===== src/rtl/rom_port_arbiter.sv =====
// rtl/rom_port_arbiter.sv - two-port arbiter in front of a combinational instruction ROM
module rom_port_arbiter #(
    parameter int ADDR_W     = 10,
    parameter int DATA_W     = 32,
    parameter int STARVE_MAX = 4
) (
    input  logic              clk,
    input  logic              rst,
    input  logic              if_req,
    input  logic [ADDR_W-1:0] if_addr,
    output logic              if_gnt,
    output logic              if_rvalid,
    output logic [DATA_W-1:0] if_rdata,
    input  logic              flush,
    input  logic              dbg_req,
    input  logic [ADDR_W-1:0] dbg_addr,
    output logic              dbg_gnt,
    output logic              dbg_rvalid,
    output logic [DATA_W-1:0] dbg_rdata,
    output logic [ADDR_W-1:0] rom_addr,
    input  logic [DATA_W-1:0] rom_data_out
);

    localparam logic [3:0] STARVE_LIM = 4'(STARVE_MAX);

    logic [3:0]        starve_cnt;
    logic [ADDR_W-1:0] last_addr;
    logic              if_rvalid_q;
    logic              dbg_rvalid_q;
    logic [DATA_W-1:0] if_rdata_q;
    logic [DATA_W-1:0] dbg_rdata_q;
    logic              force_dbg;
    logic              if_live;

    always_comb begin
        force_dbg = dbg_req & (starve_cnt == STARVE_LIM);
        if_live   = if_req & ~flush;
        dbg_gnt   = ~rst & dbg_req & (force_dbg | ~if_live);
        if_gnt    = ~rst & if_live & ~dbg_gnt;
        // Idle cycles replay the last address so the ROM input stays quiet.
        if (rst) begin
            rom_addr = '0;
        end else if (if_gnt) begin
            rom_addr = if_addr;
        end else if (dbg_gnt) begin
            rom_addr = dbg_addr;
        end else begin
            rom_addr = last_addr;
        end
    end

    always_ff @(posedge clk) begin
        if (rst) begin
            starve_cnt   <= '0;
            last_addr    <= '0;
            if_rvalid_q  <= 1'b0;
            dbg_rvalid_q <= 1'b0;
            if_rdata_q   <= '0;
            dbg_rdata_q  <= '0;
        end else begin
            if_rvalid_q  <= if_gnt;
            dbg_rvalid_q <= dbg_gnt;
            if (if_gnt) begin
                if_rdata_q <= rom_data_out;
            end
            if (dbg_gnt) begin
                dbg_rdata_q <= rom_data_out;
            end
            if (if_gnt | dbg_gnt) begin
                last_addr <= rom_addr;
            end
            // Saturate while denied; any grant or dropped request restarts the count.
            if (dbg_req & ~dbg_gnt) begin
                if (starve_cnt != STARVE_LIM) begin
                    starve_cnt <= starve_cnt + 4'd1;
                end
            end else begin
                starve_cnt <= '0;
            end
        end
    end

    // A response still in flight when reset arrives is never presented.
    assign if_rvalid  = if_rvalid_q & ~flush & ~rst;
    assign dbg_rvalid = dbg_rvalid_q & ~rst;
    assign if_rdata   = if_rdata_q;
    assign dbg_rdata  = dbg_rdata_q;

endmodule


===== config.mk =====
export PLATFORM = sky130hd
export DESIGN_NAME = rom_port_arbiter
export DESIGN_NICKNAME = d
export VERILOG_FILES = /design/src/rtl/rom_port_arbiter.sv
export SDC_FILE = /design/constraint.sdc
export NUM_CORES = 1
export LEC_CHECK = 0
export ABC_AREA = 1
export CORE_UTILIZATION = 39
export DETAILED_ROUTE_END_ITERATION = 10
export PLACE_DENSITY = 0.86
export SLEW_MARGIN = 20
export SYNTH_ARGS = -nofsm -noshare
export SYNTH_HDL_FRONTEND = slang
export SYNTH_SLANG_ARGS = --single-unit

===== constraint.sdc =====
create_clock -name clk -period 1.5 [get_ports clk]
set_input_delay 0.3 -clock clk [delete_from_list [all_inputs] [get_ports clk]]
set_output_delay 0.3 -clock clk [all_outputs]
set_load 0.03 [all_outputs]

==> flow_metrics.env <==
export IMPL_grt_pass1_vias=3197
export IMPL_avgRoutedWirePerCell_um=15.92
export IMPL_syn_avg_cell_area_sq_um=8.782
export IMPL_fin_worst_skew_ns=0.009677
export IMPL_path_delay_family="buffers and inverters"
export IMPL_diodes=0
export IMPL_cp_arrival_ns=1.72
export IMPL_drtAntennaViolNets=0
export IMPL_routed_via_density=5.014
export IMPL_fin_crit_ns=2.023
export IMPL_worstPathMaxFanout=5
export IMPL_hp_class="reg -> reg"
export IMPL_powerDensity_mw_per_mm2=909.1
export IMPL_slowest_delay_ns=0.33
export IMPL_synthMostInstantiatedCell="dfxtp_1"
export IMPL_synth_edf_count=0
export IMPL_r2r_start="starve_cnt[0]"
export IMPL_grt_pass1_wl_um=15200
export IMPL_clock_path_buffers=2
export IMPL_place_ws_ns=-0.5740
export IMPL_slew_headroom_pct=68.31
export IMPL_synth_top_area_share_pct=49.02
export IMPL_crit_chain="inv_2 > ha_4 > nand3_4 > nand2_8 > buf_12 > nand3_4 > nand2_2 > inv_2 > a21oi_4 > buf_6"
export IMPL_ys_seq_elements=80
export IMPL_tightest_slew_ns=0.4753
export IMPL_hpwl_um=6179
export IMPL_vias=3254
export IMPL_first_iter_violations=98
export IMPL_drc=0
export IMPL_synthArstFlopShare_pct=0
export IMPL_syn_area_sq_mm=0.003267
export IMPL_synth_cell_types=24
export IMPL_worst_r2r_path_depth=11
export IMPL_grt_usage_pct=22.19
export IMPL_gp_congestion=0.8240
export IMPL_syn_inst=372
export IMPL_min_from="dbg_rdata[16]"
export IMPL_p_leak_uw=0.002578
export IMPL_setup_viol_count_final=75
export IMPL_status="finished, violations left"
export IMPL_failed_checks="negative setup slack"
export IMPL_reg2reg_to="if_rdata[31]"
export IMPL_rrSetupSlack_ns=-0.17
export IMPL_timing_final_hold_violations=0
export IMPL_htree_levels=3
export IMPL_fp_dieH_um=93.53
export IMPL_dr_pass1_iters=4
export IMPL_cts_tree="built"
export IMPL_insertion_delay_ns=0.34
export IMPL_crit_path_top_delay_cell="dfxtp_2"
export IMPL_antenna_found_initial=0
export IMPL_synthTopCellsByArea="dfxtp_1 (49%), nand3_1 (11%), nand3_2 (8.3%)"
export IMPL_worst_slack_ns=-0.5227
export IMPL_die_area_sq_mm=0.008747
export IMPL_maxCapViolCount=0
export IMPL_cts_root_buf="clkbuf_8"
export IMPL_nFillCells=609
export IMPL_nets=598
export IMPL_synth_ff_type="dfxtp_1"
export IMPL_syn_to_final_growth_pct=77.86
export IMPL_grt_start_max_net_pins=35
export IMPL_finalWirelength_um=10330
export IMPL_ctsHoldBuffers=0
export IMPL_ir_worst_vdd_uv=599.3
export IMPL_layout_drive_gt1_share_pct=40.63
export IMPL_floorplan_rows=33
export IMPL_core_area_sq_mm=0.008175
export IMPL_clkTransAtPathRegs_ns=0.08
export IMPL_clock_sinks=80
export IMPL_hold_depth=2
export IMPL_synth_nets=431
export IMPL_die_w_um=93.53
export IMPL_end_kind="output port"
export IMPL_start_kind="flop"
export IMPL_yosys_warnings=0
export IMPL_post_route_period_util_pct=134.8
export IMPL_cp_num_buf_inv=4
export IMPL_grt_overflow=0
export IMPL_tns_ns=-11.07
export IMPL_synth_top_cells_by_count="dfxtp_1 (80), nand3_1 (70), inv_1 (51)"
export IMPL_clock_fmax_mhz=494.4
export IMPL_slew_viol_final=0
export IMPL_ys_seq_area_share_pct=49.02
export IMPL_rsz0062_at_grt="true"
export IMPL_port_buffers=134
export IMPL_start_util_pct=39.96
export IMPL_seqCellArea_sq_mm=0.001604
export IMPL_multi_input_area_sq_mm=0.001730
export IMPL_path_class="reg -> out"
export IMPL_min_to="dbg_rdata[16]"
export IMPL_numCtsBuffers=9
export IMPL_synth_top_area_cell="dfxtp_1"
export IMPL_ios=135
export IMPL_worstPathRequired_ns=1.20
## per-layer routing
layer / vias to the layer above / global-route usage [%] / part of all wire [%]
li1: 1584 / - / -
met1: 1538 / 23.95 / 38
met2: 108 / 41.73 / 53
met3: 24 / 5.122 / 6.4
met4: 0 / 8.205 / 2.7
met5: - / 0 / 0
## per-stage QoR
step / utilization [%] / area (sq um) / hold WS [ns] / instances / power (uW)
finish: 71.07 / 5811 / 0.4671 / 649 / 5283
CTS: 68.17 / 5573 / 0.4682 / 645 / 5267
global route: 71.07 / 5811 / 0.4828 / 649 / 5484
detailed placement: 60.59 / 4954 / 0.4645 / 613 / 3417
global placement: 60.59 / 4954 / 0.4591 / 613 / 3389
floorplan: - / 3437 / 0.3691 / 372 / 2936
## report_power, final
group          switching [uW]  internal, uW
Combinational             675           512
Clock                     794           989
Sequential               67.7          2250
## worst max-delay path by stage
stage | startpoint | to | slack, ns | cells after the start
finish | starve_cnt[0] | rom_addr[6] | -0.52 | 10
global route | starve_cnt[0] | rom_addr[6] | -0.60 | 10
CTS | starve_cnt[1] | rom_addr[4] | -0.48 | 10
detailed placement | flush | rom_addr[4] | -0.57 | 7
global placement | rst | rom_addr[8] | -0.51 | 10
floorplan | starve_cnt[1] | rom_addr[0] | -0.06 | 8
## kinds of logic after synthesis
| family | count (synthesis) | share of synthesized area (%) |
|---|---|---|
| buffers and inverters | 83 | 11.76 |
| AOI/OAI and AO/OA | 85 | 15.78 |
| adders and majority gates | 2 | 0.7659 |
| and+or+nand+nor | 120 | 22.14 |
| xor gates and xnor gates | 2 | 0.5363 |
| DFF | 80 | 49.02 |
## layout by cell type, fill, tap and decap left out
cell / instances
inv_1: 37
o21ai_2: 31
clkbuf_16: 1
nand2_4: 2
inv_6: 1
nor2_4: 1
inv_2: 15
nand3_4: 4
buf_12: 11
clkbuf_8: 10
clkinvlp_4: 2
clkbuf_2: 1
nand2_1: 2
clkinv_2: 1
buf_6: 19
inv_4: 2
nand2_8: 3
nand3_1: 34
ha_1: 1
xnor2_1: 1
a21oi_4: 10
nand4_1: 1
bufinv_16: 2
clkinv_4: 1
a21oi_1: 10
nand2_2: 9
dlygate4sd2_1: 67
a21oi_2: 1
dfxtp_2: 2
o21ai_1: 31
dfxtp_1: 78
buf_16: 4
o21ai_0: 2
nor3b_1: 1
clkdlybuf4s50_1: 53
ha_4: 1
buf_4: 28
nor2_1: 4
xor2_1: 1
nand3_2: 59
## repair_timing
item                       CTS  global route
pin swaps                   13            13
buffers inserted            10             5
setup endpoints to repair  127            79
gates resized for setup    141            49
gates cloned                 6             1
## flip-flops by register name (all words and copies together) (netlist names)
signal,count
dbg_rdata,32
dbg_rvalid_q,1
if_rdata,32
if_rvalid_q,1
last_addr,10
starve_cnt,4
## area by class of cell
class / instances / share of cell area, %
tap: 105 / 2.261
sequential: 80 / 27.61
clock buffer: 10 / 2.369
timing repair inverter: 1 / 0.1292
clock inverter: 6 / 1.550
timing repair buffer: 184 / 32.73
inverter: 54 / 3.575
multi-input combinational: 209 / 29.78
## worst min-delay path: stages, from the launching register on
cell and delay [ns]:
dfxtp_1 0.32, nand3_2 0.06, o21ai_1 0.05
Power figures use the tool's default switching activity.
